File: config.mk
export PLATFORM = sky130hd
export DESIGN_NAME = mbank_ctrl
export DESIGN_NICKNAME = d
export VERILOG_FILES = /design/src/rtl/mbank_pkg.sv /design/src/rtl/mbank_ram.sv /design/src/rtl/mbank_ctrl.sv
export SDC_FILE = /design/constraint.sdc
export NUM_CORES = 1
export LEC_CHECK = 0
export ABC_CLOCK_PERIOD_IN_PS = 4700
export CAP_MARGIN = 20
export CORE_ASPECT_RATIO = 2
export CORE_MARGIN = 4
export CORE_UTILIZATION = 45
export DETAILED_ROUTE_END_ITERATION = 12
export GPL_TIMING_DRIVEN = 0
export MAX_ROUTING_LAYER = met4
export SYNTH_ARGS = -nofsm -noshare
export SYNTH_HDL_FRONTEND = slang
export SYNTH_SLANG_ARGS = --single-unit
File: constraint.sdc
create_clock -name clk -period 4.7 [get_ports clk]
set_clock_uncertainty 0.2 [all_clocks]
set_input_delay 0.47 -clock clk [delete_from_list [all_inputs] [get_ports clk]]
set_output_delay 0.47 -clock clk [all_outputs]
set_load 0.02 [all_outputs]
File: src/rtl/mbank_pkg.sv
// Shared widths, state encoding and operand types for the memory bank controller.
package mbank_pkg;

    localparam int ADDR_W = 5;
    localparam int DATA_W = 8;
    localparam int DEPTH  = 32;
    localparam int CNT_W  = 4;

    typedef enum logic {
        IDLE,
        ACCESS
    } state_t;

    typedef logic [ADDR_W-1:0] addr_t;
    typedef logic [DATA_W-1:0] data_t;
    typedef logic [CNT_W-1:0]  cnt_t;

endpackage

File: src/rtl/mbank_ram.sv
// 32x8 synchronous single-port storage with a registered read port, no reset.
module mbank_ram
    import mbank_pkg::*;
(
    input  logic  clk,
    input  logic  we,
    input  logic  re,
    input  addr_t addr,
    input  data_t din,
    output data_t dout
);

    data_t mem [DEPTH];
    data_t dout_q;

    // Write and read share the address; the read register only moves on re.
    always_ff @(posedge clk) begin
        if (we) begin
            mem[addr] <= din;
        end
        if (re) begin
            dout_q <= mem[addr];
        end
    end

    assign dout = dout_q;

endmodule

File: src/rtl/mbank_ctrl.sv
// Fixed-latency access controller in front of the 32x8 bank.
//   state  | meaning
//   IDLE   | waiting for req; operands latched when req is seen
//   ACCESS | counting down latency; access performed when counter hits 0
module mbank_ctrl
    import mbank_pkg::*;
#(
    parameter int unsigned READ_LATENCY  = 2,
    parameter int unsigned WRITE_LATENCY = 2
) (
    input  logic              clk,
    input  logic              rst,
    input  logic              req,
    input  logic              we,
    input  logic [ADDR_W-1:0] addr,
    input  logic [DATA_W-1:0] din,
    output logic [DATA_W-1:0] dout,
    output logic              ready,
    output logic              busy
);

    if (READ_LATENCY < 1 || READ_LATENCY > 15) begin : g_bad_rd_lat
        $error("mbank_ctrl: READ_LATENCY must be in 1..15");
    end
    if (WRITE_LATENCY < 1 || WRITE_LATENCY > 15) begin : g_bad_wr_lat
        $error("mbank_ctrl: WRITE_LATENCY must be in 1..15");
    end

    localparam cnt_t RD_LOAD = cnt_t'(READ_LATENCY - 1);
    localparam cnt_t WR_LOAD = cnt_t'(WRITE_LATENCY - 1);

    state_t state_q, state_d;
    cnt_t   cnt_q, cnt_d;
    logic   we_q, we_d;
    addr_t  addr_q, addr_d;
    data_t  din_q, din_d;
    logic   busy_q, busy_d;
    logic   ready_q, ready_d;
    logic   dout_vld_q, dout_vld_d;
    logic   ram_we, ram_re;
    data_t  ram_dout;

    // Next-state and strobe decode; ram strobes fire only on the final ACCESS cycle.
    always_comb begin
        state_d    = state_q;
        cnt_d      = cnt_q;
        we_d       = we_q;
        addr_d     = addr_q;
        din_d      = din_q;
        busy_d     = busy_q;
        ready_d    = 1'b0;
        dout_vld_d = dout_vld_q;
        ram_we     = 1'b0;
        ram_re     = 1'b0;
        case (state_q)
            IDLE: begin
                if (req) begin
                    state_d = ACCESS;
                    we_d    = we;
                    addr_d  = addr;
                    din_d   = din;
                    cnt_d   = we ? WR_LOAD : RD_LOAD;
                    busy_d  = 1'b1;
                end
            end
            ACCESS: begin
                if (cnt_q != '0) begin
                    cnt_d = cnt_q - cnt_t'(1);
                end else begin
                    ram_we  = we_q;
                    ram_re  = ~we_q;
                    busy_d  = 1'b0;
                    ready_d = 1'b1;
                    state_d = IDLE;
                    if (!we_q) begin
                        dout_vld_d = 1'b1;
                    end
                end
            end
            default: begin
                state_d = IDLE;
                busy_d  = 1'b0;
            end
        endcase
    end

    // Controller registers; reset aborts any access in flight.
    always_ff @(posedge clk or negedge rst) begin
        if (!rst) begin
            state_q    <= IDLE;
            cnt_q      <= '0;
            we_q       <= 1'b0;
            addr_q     <= '0;
            din_q      <= '0;
            busy_q     <= 1'b0;
            ready_q    <= 1'b0;
            dout_vld_q <= 1'b0;
        end else begin
            state_q    <= state_d;
            cnt_q      <= cnt_d;
            we_q       <= we_d;
            addr_q     <= addr_d;
            din_q      <= din_d;
            busy_q     <= busy_d;
            ready_q    <= ready_d;
            dout_vld_q <= dout_vld_d;
        end
    end

    mbank_ram u_ram (
        .clk  (clk),
        .we   (ram_we),
        .re   (ram_re),
        .addr (addr_q),
        .din  (din_q),
        .dout (ram_dout)
    );

    // The ram read register has no reset, so dout reads as zero until the first read lands.
    assign dout  = dout_vld_q ? ram_dout : '0;
    assign ready = ready_q;
    assign busy  = busy_q;

endmodule

==> results.py, run 1 <==
metrics = {
    "placed_design": {
        "io_buffers": 26,
        "place_hpwl_um": 18660,
        "gp_congestion": 0.8941,
    },
    "route": {
        "via_per_inst": 5.525,
        "drc_errors": 0,
        "drt_iter0_drc": 370,
        "postRouteWirelength_um": 25810,
        "wl_per_cell_um": 24.39,
        "antenna_left": 0,
        "drt-pass1-iter-count": 5,
        "vias": 5845,
    },
    "yosys": {
        "syn-num-nets": 668,
        "syn_area_sq_mm": 0.01123,
        "seq_area_frac_synth_pct": 75.52,
        "syn_avg_cell_area_sq_um": 17.30,
        "netlist_instances": 649,
        "yosysWarnings": 0,
        "ys_ff_latch": 286,
        "ys_types": 37,
        "synth_edf_count": 264,
        "synthArstFlopShare_pct": 7.692,
        "synthFlopType": "edfxtp_1",
    },
    "timing": {
        "setup_tns_ns": 0,
        "slew_headroom_pct": 23.05,
        "setup_viol": 0,
        "hold_viol_final": 0,
        "rsz0062_at_grt": "no",
        "tightest_slew_ns": 1.154,
        "fin_crit_sh_pct": 69.76,
        "report.final.slew_viol_count": 0,
        "fmax_mhz": 305.0,
        "period_needed_ns": 3.279,
    },
    "floorplanning": {
        "start_util_pct": 45.77,
        "die_w_um": 119.7,
        "die_h_um": 231.4,
        "core_area_sq_mm": 0.02453,
        "rows": 81,
        "die-area_sq_mm": 0.02769,
        "boundaryPins": 27,
    },
    "clock_network": {
        "cts_buffers": 23,
        "clockRootBuffer": "clkbuf_16",
        "cts_tree": "built",
        "clkSinkCount": 286,
        "cts-resized-gates": 0,
        "htreeDepth": 1,
        "postCtsSetupBuffers": 0,
        "path_clk_slew_ns": 0.07,
        "cts_hold_buf": 0,
        "clk_latency_ns": 0.52,
        "cts_buffer_depth": 3,
    },
    "setup_path": {
        "r2r_end": "u_ram.dout[2]$_DFFE_PP_",
        "endpoint": "u_ram.dout[2]$_DFFE_PP_",
        "rr_worst_depth": 7,
        "critPathSlowestCell": "nor4_1",
        "arrival_ns": 3.29,
        "start_kind": "flip-flop",
        "reg2reg_slack_ns": 1.42,
        "end_kind": "flip-flop",
        "critical_path_required_ns": 4.71,
        "crit_path_cell_trace": "buf_2 > buf_2 > buf_2 > mux2i_1 > o22ai_1 > nor4_1 > nand2_1",
        "cpPeakStageDelay_ns": 0.86,
        "crit_fanout": 10,
        "path_class": "reg2reg",
        "crit_top_cell": "buf_2",
        "r2r_start": "addr_q[0]$_DFFE_PN0P_",
        "cp-startpoint": "addr_q[0]$_DFFE_PN0P_",
    },
    "global_route": {
        "grt_pass1_vias": 6234,
        "track_usage_pct": 19.41,
        "gr-total-overflow": 0,
        "grt_pass1_wl_um": 38230,
        "grt_max_degree": 34,
        "antenna_found_initial": 0,
    },
    "layout": {
        "drive_gt1_share_pct": 13.64,
        "final_common_cell": "edfxtp_1",
        "antenna_cells": 0,
        "post-route-util_pct": 52.42,
        "finalNetCount": 729,
        "syn_to_final_growth_pct": 14.53,
        "mostFrequentLayoutCells": "264 x edfxtp_1, 128 x mux2i_1, 65 x o22ai_1",
    },
    "run": {
        "cap_viol_max_count": 0,
    },
    "power": {
        "vdd_ir_drop_max_uv": 467.9,
        "powerDensity_mw_per_mm2": 612.2,
        "p_leak_nw": 4.442,
    },
    "worst_hold_path": {
        "hold_class": "reg2reg",
    },
    "status": {
        "outcome": "completed",
    },
}
-- worst min-delay path by stage --
| stage | endpoint | startpoint | depth (start not counted) |
|---|---|---|---|
| final | busy$_DFFE_PN0P_ | busy$_DFFE_PN0P_ | 1 |
| after global routing | busy$_DFFE_PN0P_ | busy$_DFFE_PN0P_ | 1 |
| after CTS | busy$_DFFE_PN0P_ | busy$_DFFE_PN0P_ | 1 |
| after detailed placement | busy$_DFFE_PN0P_ | busy$_DFFE_PN0P_ | 1 |
| after global placement | busy$_DFFE_PN0P_ | busy$_DFFE_PN0P_ | 1 |
| after floorplan | addr_q[0]$_DFFE_PN0P_ | rst | 0 |
-- cell families after synthesis --
logic type	share of synthesized area, %
flops	75.52
compound gates	3.734
xor+xnor	0.1561
fa+ha+maj	0.2229
buf+inv	1.861
simple gates	5.584
mux	12.92
-- layer usage --
metal / vias to the layer above / GRT usage, % / wire length (um) / part of all wire [%]
met3: 47 / 2.320 / 954 / 3.7
met4: 0 / 9.753 / 1153 / 4.5
li1: 2680 / - / - / -
met5: - / - / 0 / 0
met2: 154 / 36.74 / 14920 / 58
met1: 2964 / 19.26 / 8777 / 34
-- state kept, by name, indices dropped and copies added (netlist names), 4 cells and up --
register    cells
din_q           8
addr_q          5
cnt_q           4
u_ram.mem     256
u_ram.dout      8
-- stage by stage --
| stage | setup slack (ns) | cell area, sq um | power [mW] | instances | hold slack (ns) |
|---|---|---|---|---|---|
| 2_1_floorplan | 2.327 | 11230 | 4.885 | 649 | -0.02559 |
| 3_3_place_gp | 1.312 | 11900 | 5.716 | 1007 | 0.2726 |
| 3_5_place_dp | 1.407 | 12000 | 5.865 | 1014 | 0.2731 |
| 4_1_cts | 1.373 | 12790 | 7.885 | 1055 | 0.2931 |
| 5_1_grt | 1.291 | 12860 | 8.176 | 1058 | 0.3216 |
| 6_report | 1.421 | 12860 | 7.872 | 1058 | 0.2936 |
-- synth_stat cells, types with 2 or more instances --
cell / n / area share [%]
buf_1: 4 / 0.13
inv_1: 4 / 0.13
nand3b_1: 4 / 0.27
buf_6: 2 / 0.20
clkbuf_1: 3 / 0.10
nor3_1: 4 / 0.18
nand4b_1: 4 / 0.31
or3b_1: 2 / 0.16
mux2_2: 15 / 1.5
dfrtp_1: 22 / 4.9
and2_1: 8 / 0.45
nand2_1: 12 / 0.40
o22ai_1: 65 / 3.6
nor4_1: 16 / 0.89
mux2i_1: 128 / 11
buf_2: 27 / 1.2
or4b_1: 3 / 0.27
clkbuf_2: 2 / 0.089
ha_1: 2 / 0.22
or3b_2: 2 / 0.16
nor2_1: 33 / 1.1
edfxtp_1: 264 / 71
nand4bb_1: 6 / 0.60
nand3_1: 4 / 0.18
-- power breakdown --
part | switching, mW | internal (mW)
clock network | 0.860 | 1.17
registers | 0.306 | 3.29
logic | 1.35 | 0.894
-- area by class of cell --
type,instances,area (sq um)
fillers,2084,11670
flip-flops and latches,286,8478
multi-input cells,321,2539
clock buffers,23,575.6
repair buffers,36,419.2
well taps,332,415.4
clock inverters,18,221.5
plain buffers,38,193.9
inverters,4,15.01
-- worst max-delay path, delay by kind of cell, from the launching register on --
family	cells	cell delay, ns
buffers and inverters	3	0.85
muxes	1	0.32
and+or+nand+nor	2	1.08
DFF	1	0.33
AOI/OAI and AO/OA	1	0.19
Note: power is estimated with default switching activity, not from simulation.
==> run 2, diff against run 1 <==
ABC_CLOCK_PERIOD_IN_PS = 3200   (was 4700)
clock period = 3.2 ns   (was 4.7 ns; I/O delays follow)
==> run 2 against run 1 <==
Cell area barely moved. Flip-flop and latch count unchanged. Maximum frequency is 6.6% higher. Highest routed layer unchanged. First-iteration DRC count is 3.5% lower. Non-clock buffer count is the same. Worst setup slack worse by 1.3 ns. Combinational power grew 47%. Die area did not move.
==> results.py, run 2 (synthesis gave the netlist of run 1 again) <==
metrics = {
    "layout": {
        "final_common_cell": "edfxtp_1",
        "finalNetCount": 729,
        "antenna_cells": 0,
        "post-route-util_pct": 52.47,
        "stdcell_count": 1058,
        "final_area_sq_mm": 0.01287,
        "largest_reg_flops": 256,
        "syn_to_final_growth_pct": 14.65,
        "n_fill_cell": 2079,
        "multi_input_area_sq_mm": 0.002551,
        "drive_gt1_share_pct": 13.91,
        "regArea_sq_mm": 0.008478,
        "top_register": "u_ram.mem",
        "mostFrequentLayoutCells": "264 x edfxtp_1, 128 x mux2i_1, 65 x o22ai_1",
    },
    "setup_path": {
        "reg2reg_slack_ns": 0.12,
        "cp-startpoint": "addr_q[0]$_DFFE_PN0P_",
        "start_kind": "flip-flop",
        "rr_worst_depth": 7,
        "endpoint": "u_ram.dout[5]$_DFFE_PP_",
        "arrival_ns": 3.10,
        "r2r_end": "u_ram.dout[5]$_DFFE_PP_",
        "end_kind": "flip-flop",
        "r2r_start": "addr_q[0]$_DFFE_PN0P_",
        "crit_fanout": 10,
        "path_class": "reg2reg",
        "critical_path_required_ns": 3.23,
    },
    "timing": {
        "setup_tns_ns": 0,
        "report.final.slew_viol_count": 0,
        "timing.final.ws_setup_ns": 0.1249,
        "setup_viol": 0,
        "hold_viol_final": 0,
        "slew_headroom_pct": 22.81,
        "tightest_slew_ns": 1.158,
        "fin_crit_sh_pct": 96.10,
        "rsz0062_at_grt": "no",
        "whs_ns": 0.1526,
        "period_needed_ns": 3.075,
        "fmax_mhz": 325.2,
    },
    "route": {
        "wl_per_cell_um": 24.38,
        "drt_iter0_drc": 357,
        "via_per_inst": 5.542,
        "top_layer_used": "met4",
        "drt-pass1-iter-count": 5,
        "m1WireLength_um": 8722,
        "postRouteWirelength_um": 25790,
        "dr_wl_met2_um": 14880,
        "antenna_left": 0,
        "vias": 5863,
        "wl_met3_um": 1008,
        "drc_errors": 0,
    },
    "placed_design": {
        "gp_congestion": 0.8941,
        "place_hpwl_um": 18660,
        "io_buffers": 26,
        "placed_cell_area_sq_mm": 0.01200,
        "dp_slack_ns": -0.09316,
        "dp.cells": 1014,
    },
    "power": {
        "powerDensity_mw_per_mm2": 898.9,
        "vdd_ir_drop_max_uv": 689.3,
        "p_total_mw": 11.57,
        "p_leak_nw": 4.445,
    },
    "global_route": {
        "gr-total-overflow": 0,
        "track_usage_pct": 19.41,
        "grt_pass1_wl_um": 38230,
        "grt_max_degree": 34,
        "antenna_found_initial": 0,
        "grt_pass1_vias": 6234,
    },
    "run": {
        "cap_viol_max_count": 0,
    },
    "status": {
        "outcome": "completed",
    },
    "clock_network": {
        "clk_latency_ns": 0.52,
        "htreeDepth": 1,
        "cts_buffers": 23,
        "cts_tree": "built",
        "clockRootBuffer": "clkbuf_16",
        "path_clk_slew_ns": 0.07,
        "cts_buffer_depth": 3,
        "clkSinkCount": 286,
        "postCtsSetupBuffers": 0,
    },
    "floorplanning": {
        "die_w_um": 119.7,
        "boundaryPins": 27,
        "die-area_sq_mm": 0.02769,
        "core_area_sq_mm": 0.02453,
        "die_h_um": 231.4,
        "start_util_pct": 45.77,
        "rows": 81,
    },
    "worst_hold_path": {
        "hold_class": "in2async",
    },
}
==> run 2: cell count changes in the layout (fill, tap and decap cells not counted) <==
cell | before | now
nor4_1 | 16 | 14
nor4_2 | 0 | 2
==> run 2: layer usage <==
metal	GRT usage (%)	vias up
li1	-	2681
met1	19.26	2961
met2	36.74	171
met3	2.320	50
met4	9.753	0
met5	-	-
==> run 2: worst max-delay path, stage by stage, from the launching register on <==
cell and delay [ns]:
dfrtp_1 0.33, buf_2 0.17, buf_2 0.28, buf_2 0.40, mux2i_1 0.30, o22ai_1 0.14
nor4_1 0.82, nand2_1 0.14
==> run 2: final cells by class <==
class | count | share of cell area [%]
inverters | 4 | 0.1167
repair buffers | 36 | 3.257
flip-flops and latches | 286 | 65.88
plain buffers | 38 | 1.507
multi-input cells | 321 | 19.82
clock inverters | 18 | 1.721
well taps | 332 | 3.228
clock buffers | 23 | 4.472
==> run 2: power by group <==
| group | leakage (nW) | total, mW | internal, mW | switching (mW) |
|---|---|---|---|---|
| registers | 2.64 | 5.27 | 4.83 | 0.447 |
| logic | 1.42 | 3.31 | 1.32 | 1.99 |
| clock network | 0.384 | 2.98 | 1.72 | 1.26 |
==> run 2: worst min path at each step <==
stage,start,endpoint,slack (ns),cells after the start
after floorplan,rst,addr_q[0]$_DFFE_PN0P_,-0.18,0
final,rst,din_q[6]$_DFFE_PN0P_,0.15,1
after global routing,rst,din_q[6]$_DFFE_PN0P_,0.21,1
after global placement,busy$_DFFE_PN0P_,busy$_DFFE_PN0P_,0.27,1
after detailed placement,busy$_DFFE_PN0P_,busy$_DFFE_PN0P_,0.27,1
after CTS,rst,din_q[6]$_DFFE_PN0P_,0.16,1
==> run 2: what timing repair did <==
action	in CTS	in global routing
gates resized for setup	2	0
endpoints found under the setup margin	2	0
hold buffers	0	0
